[src/rtl/mod_n_toggle_counter_pkg.sv]
// Shared constants and helpers for the toggle-stage counter family.
// Cascaded digit counters import this package.
package mod_n_toggle_counter_pkg;

  localparam int   DEF_WIDTH   = 4;
  localparam int   DEF_MODULUS = 10;
  localparam logic DIR_UP      = 1'b1;
  localparam logic DIR_DOWN    = 1'b0;

  // Picks the terminal condition for the active direction (max going up, zero going down)
  function automatic logic dir_hit(input logic up, input logic at_max, input logic at_zero);
    return (up == DIR_DOWN) ? at_zero : at_max;
  endfunction

endpackage

[src/rtl/mod_n_toggle_counter_t_stage.sv]
// One-bit toggle flop: q flips on every rising edge where t is high.
// Asynchronous active-low reset clears it to 0.
module t_stage (
  input  logic clk,
  input  logic rst_n,
  input  logic t,
  output logic q
);

  logic q_r;

  // Toggle register
  always_ff @(posedge clk or negedge rst_n) begin
    if (!rst_n) begin
      q_r <= 1'b0;
    end else begin
      q_r <= q_r ^ t;
    end
  end

  assign q = q_r;

endmodule

[src/rtl/mod_n_toggle_counter.sv]
// Modulo-N up/down counter with load, cascade terminal count and wrap/load-error pulses.
// The count state lives only in toggle stages, driven by the mask q ^ q_next.
module mod_n_toggle_counter
  import mod_n_toggle_counter_pkg::*;
#(
  parameter int WIDTH   = DEF_WIDTH,
  parameter int MODULUS = DEF_MODULUS
) (
  input  logic             clk,
  input  logic             reset,
  input  logic             en,
  input  logic             up,
  input  logic             load,
  input  logic [WIDTH-1:0] load_val,
  output logic [WIDTH-1:0] q,
  output logic             tc,
  output logic             wrap,
  output logic             load_err
);

  localparam logic [WIDTH:0] zero_v = (WIDTH+1)'(0);
  localparam logic [WIDTH:0] one_v  = (WIDTH+1)'(1);
  localparam logic [WIDTH:0] mod_v  = (WIDTH+1)'(MODULUS);
  localparam logic [WIDTH:0] last_v = (WIDTH+1)'(MODULUS - 1);

  logic [WIDTH-1:0] q_s;
  logic [WIDTH-1:0] q_next_s;
  logic [WIDTH-1:0] t_mask_s;
  logic [WIDTH:0]   q_ext_s;
  logic [WIDTH:0]   load_ext_s;
  logic             at_max_s;
  logic             at_zero_s;
  logic             load_oor_s;
  logic             wrap_r;
  logic             load_err_r;

  // Next-value selection in WIDTH+1 bits; load clamps out-of-range values to MODULUS-1
  always_comb begin
    q_ext_s    = {1'b0, q_s};
    load_ext_s = {1'b0, load_val};
    at_max_s   = (q_ext_s == last_v);
    at_zero_s  = (q_ext_s == zero_v);
    load_oor_s = (load_ext_s >= mod_v);
    q_next_s   = q_s;
    if (load) begin
      q_next_s = load_oor_s ? WIDTH'(last_v) : load_val;
    end else if (en) begin
      if (up == DIR_UP) begin
        q_next_s = at_max_s ? WIDTH'(zero_v) : WIDTH'(q_ext_s + one_v);
      end else begin
        q_next_s = at_zero_s ? WIDTH'(last_v) : WIDTH'(q_ext_s - one_v);
      end
    end else begin
      q_next_s = q_s;
    end
    t_mask_s = q_s ^ q_next_s;
  end

  for (genvar i = 0; i < WIDTH; i++) begin : g_stage
    t_stage u_stage (
      .clk   (clk),
      .rst_n (reset),
      .t     (t_mask_s[i]),
      .q     (q_s[i])
    );
  end

  // Event pulses, aligned with q showing the wrapped or clamped value
  always_ff @(posedge clk or negedge reset) begin
    if (!reset) begin
      wrap_r     <= 1'b0;
      load_err_r <= 1'b0;
    end else if (load) begin
      wrap_r     <= 1'b0;
      load_err_r <= load_oor_s;
    end else if (en) begin
      wrap_r     <= dir_hit(up, at_max_s, at_zero_s);
      load_err_r <= 1'b0;
    end else begin
      wrap_r     <= 1'b0;
      load_err_r <= 1'b0;
    end
  end

  assign q        = q_s;
  assign tc       = en & dir_hit(up, at_max_s, at_zero_s);
  assign wrap     = wrap_r;
  assign load_err = load_err_r;

endmodule

[config.mk]
export PLATFORM = sky130hd
export DESIGN_NAME = mod_n_toggle_counter
export DESIGN_NICKNAME = d
export VERILOG_FILES = /design/src/rtl/mod_n_toggle_counter_pkg.sv /design/src/rtl/mod_n_toggle_counter_t_stage.sv /design/src/rtl/mod_n_toggle_counter.sv
export SDC_FILE = /design/constraint.sdc
export NUM_CORES = 1
export LEC_CHECK = 0
export BUFFER_PORTS_ARGS = -buffer_cell sky130_fd_sc_hd__buf_2
export CORE_AREA = 5 5 42 44
export DETAILED_ROUTE_END_ITERATION = 10
export DIE_AREA = 0 0 47 49
export PLACE_DENSITY_LB_ADDON = 0.08
export SETUP_SLACK_MARGIN = 0.15
export SLEW_MARGIN = 25
export SYNTH_ARGS = -nofsm -noshare
export SYNTH_HDL_FRONTEND = slang
export SYNTH_SLANG_ARGS = --single-unit
[constraint.sdc]
create_clock -name clk -period 2.36 [get_ports clk]
set_clock_uncertainty 0.2 [all_clocks]
set_input_delay 0.354 -clock clk [delete_from_list [all_inputs] [get_ports clk]]
set_output_delay 0.354 -clock clk [all_outputs]
set_load 0.005 [all_outputs]
==> results by stage <==
Critical path:
- The slowest stage cell on the critical path is sky130_fd_sc_hd__dfrtp_2.
- The launching point of the worst reg2reg path is g_stage[2].u_stage.q.
- In this run the critical register-to-register path is captured at g_stage[3].u_stage.q.
- The setup check on the worst reg-to-reg path leaves a slack of 0.51 ns.
- The critical-path maximum fanout is 5.
- The critical path ends at tc.
- STA puts the critical path data arrival time at 1.50 ns.
- For this run, the slowest stage of the critical path takes 0.43 ns.
- The most critical setup path has its startpoint at g_stage[1].u_stage.q.
- Data on the critical path is required at its endpoint by 1.81 ns.
- The critical path is of the flop to output pin type.
- The element type at the critical path start is a flop.
- Traced cell by cell, the critical path runs through inv_1, ha_2, nor3b_2, a31oi_1, nor3_1, buf_2.
- The number of cells on the worst reg-to-reg path is 4.
- The worst setup path is captured at an output pin.

STA:
- Adding up every negative setup slack in the final design gives 0 ns.
- The total count of hold-check failures in the final report came to 0.
- The max-slew violation count is 0.
- The final critical-path share of the clock period is 0.8714.
- The worst path in the final design needs a cycle of approximately 2.1 ns, including I/O delays and setup.
- Setup repair after global routing left no endpoint under its margin.
- At the pin with the least slew margin, the transition time is 0.3890 ns.
- The upper clock frequency limit is just under 500 MHz.
- Setup violations remaining at the end of the flow were counted as 0.
- The worst pin sits at a relative slew slack of 0.7407.

Global route:
- Entering global routing, the biggest net connects 14 pins.
- The via count of the first global-routing pass came to 440.
- The total congestion overflow after global routing is 0.
- The global-route wire length before repair is 2090 microns.
- The initial antenna violation count is 0.
- The global-route usage over all layers is 0.1275.

Power:
- The proportion of total power due to net switching is 0.3178.
- Of the total power, registers draw 0.381.
- The ratio of total power to cell area is 531.3 nW/um^2.
- The total design power is 0.3464 mW.
- The power dissipated by switching net loads is ~0.11 mW.
- Of the total power, the clock network draws 0.265.
- Of the total power, combinational logic draws 0.355.
- Internal power comes to 0.2363 mW.
- The leakage power figure is 0.3101 nW.
- The maximum VDD drop is 0.2708 mV.

Synthesis:
- The async set-reset flop share out of synthesis is 1.000.
- The most common cell in the synthesized netlist is sky130_fd_sc_hd__dfrtp_1.
- The net count after synthesis is 74.
- The most used flip-flop cell after synthesis is sky130_fd_sc_hd__dfrtp_1.
- The warning count from the yosys run is 0.
- For this run, the register share of the synthesized area comes to 0.2871.
- Of the post-synthesis cell area, the dominant cell type holds 0.2871.
- Synthesis handed over a netlist of slightly above 60 instances.
- By count the netlist is led by sky130_fd_sc_hd__dfrtp_1, sky130_fd_sc_hd__nor2_1.
- The cell area that synthesis handed to floorplanning was 523.0 sq um.
- The number of enable-type register cells in the synthesized netlist is 0.
- The total of flip-flops plus latches after synthesis is 6.
- By area the synthesized netlist is led by sky130_fd_sc_hd__dfrtp_1, sky130_fd_sc_hd__ha_1, sky130_fd_sc_hd__buf_4.
- The cell accounting for the most synthesized area is sky130_fd_sc_hd__dfrtp_1.
- Yosys mapped the design onto 31 distinct sky130hd cell types.
- In this run the mean area of a mapped cell was 8.436 sq um.

Placement:
- The placer congestion estimate is 0.7614.
- The count of input and output buffers is 15.
- The HPWL after detailed placement is 941.1 microns.

Clock network:
- The number of buffers on the longest clock path is 2.
- The insertion delay of the later-clocked pin in the worst-skew pair is 0.24 ns.
- TritonCTS created 3 clock buffers.
- The number of H-tree branching levels is 1.
- The clock tree from TritonCTS is done.
- The clock-pin slew on the worst setup and hold paths is 0.05 ns.
- The master cell of the clock root buffer is sky130_fd_sc_hd__clkbuf_4.
- For this design, the sink count on the clock tree is 6.

Layout:
- Measured on the finished design, the core utilization comes to 0.4652.
- The signed area change from the synthesized netlist to the final layout is 24.64%.
- The layout cell share with drive strength beyond 1 is 0.3797.
- The number of antenna diodes in the final layout is 0.
- The net count of the finished layout is 93.

Floorplan:
- The top-level I/O count is 16.
- The height of the chip is about 49 microns.
- The number of standard-cell rows in the floorplan is 14.
- The floorplan die width is between 40 and 50 microns.
- The die covers roughly 2300 sq um.
- The core footprint is 1401 sq um.
- For this configuration, the core starts out at a cell density of 0.3732.

Worst hold path:
- The path class of the tightest hold or removal check is primary input to flop.

Flow run:
- The number of max-capacitance violations reported is 0.

Detailed routing:
- The DRC violation count after routing is 0.
- The count of antenna-violating nets left after detailed routing is 0.
- In this run, the number of DRC markers left after iteration 0 of detailed routing was 15.
- Before antenna repair, the detailed router went through 4 iterations.
- The number of vias after detailed routing is roughly 520.
- Dividing the detail-routed wire length by the instance count gives 13.39 microns.
- The mean number of vias per cell is 5.505.
- The routed wire length is about 1300 microns.

Run status:
- The run finished with clean final reports.
## cell families after synthesis
kind of cell               after synthesis  synth area share
AOI/OAI and AO/OA                       17            0.2488
adders and majority gates                3           0.07178
buffers and inverters                   12            0.1316
DFF                                      6            0.2871
and+or+nand+nor                         24            0.2608
## critical path, delay by kind of cell (launching register included)
| family | cells | cell delay, ns |
|---|---|---|
| flip-flops | 1 | 0.43 |
| AO/OA/AOI/OAI | 1 | 0.08 |
| buffers and inverters | 2 | 0.23 |
| adder cells (fa/ha/maj) | 1 | 0.21 |
| AND/OR/NAND/NOR | 2 | 0.32 |
## repair_timing
item / 4_1_cts / 5_1_grt
endpoints found under the hold margin: 6 / 0
setup buffers: 0 / 6
resized for setup: 0 / 4
hold buffers: 1 / 0
endpoints found under the setup margin: 0 / 1
## cells in the final DEF (no fill, tap or decap), types with 2 or more instances in the layout
cell type,instances
sky130_fd_sc_hd__a21oi_1,2
sky130_fd_sc_hd__a31oi_1,2
sky130_fd_sc_hd__buf_2,15
sky130_fd_sc_hd__buf_4,6
sky130_fd_sc_hd__clkbuf_4,3
sky130_fd_sc_hd__dfrtp_1,4
sky130_fd_sc_hd__dfrtp_2,2
sky130_fd_sc_hd__ha_1,2
sky130_fd_sc_hd__inv_1,4
sky130_fd_sc_hd__nand2_1,4
sky130_fd_sc_hd__nand2b_1,3
sky130_fd_sc_hd__nor2_1,5
sky130_fd_sc_hd__nor2b_1,4
sky130_fd_sc_hd__o21ai_0,2
sky130_fd_sc_hd__o31ai_1,2
## how the worst min path moves through the flow
stage,start,endpoint,cells past startpoint
floorplan,reset,g_stage[0].u_stage.q,0
global placement,reset,load_err,1
detailed placement,reset,load_err,1
CTS,load_val[0],g_stage[0].u_stage.q,3
global route,load_val[1],load_err,3
finish,load_val[0],g_stage[0].u_stage.q,3
## per-layer routing
layer | routed length, microns | share of wire | up-vias | GRT usage
li1 | - | - | 260 | -
met1 | 544 | 0.43 | 243 | 0.1745
met2 | 628 | 0.49 | 18 | 0.1742
met3 | 82 | 0.064 | 2 | 0.04797
met4 | 16 | 0.013 | 0 | 0.05530
met5 | 0 | 0 | - | 0
## cell type report
cell class	instances	area, sq um
Fill cell	156	749.5
Multi-Input combinational cell	44	311.5
Sequential cell	6	152.6
Timing Repair Buffer	22	130.1
Clock buffer	3	22.52
Tap cell	16	20.02
Inverter	4	15.01
## power groups by stage
stage / Combinational (mW) / Sequential (mW) / Clock (mW)
after floorplan: 0.0910 / 0.123 / 0
after global placement: 0.102 / 0.133 / 0
after detailed placement: 0.100 / 0.134 / 0
after CTS: 0.102 / 0.133 / 0.0984
after global routing: 0.139 / 0.134 / 0.107
final: 0.123 / 0.132 / 0.0917
## through the flow
stage | instance area [sq um] | cells | worst slack, ns | hold slack [ns]
2_1_floorplan | 523.0 | 62 | 0.6516 | -0.1416
3_3_place_gp | 564.3 | 85 | 0.5169 | -0.01381
3_5_place_dp | 564.3 | 85 | 0.4416 | -0.01229
4_1_cts | 596.8 | 89 | 0.1635 | 0.1450
5_1_grt | 651.9 | 95 | 0.1599 | 0.1661
6_report | 651.9 | 95 | 0.3035 | 0.1500
## state kept, by name (all words and copies together) (netlist names)
| name | cells |
|---|---|
| g_stage.u_stage.q | 4 |
| load_err | 1 |
| wrap | 1 |
Power figures use the tool's default switching activity.
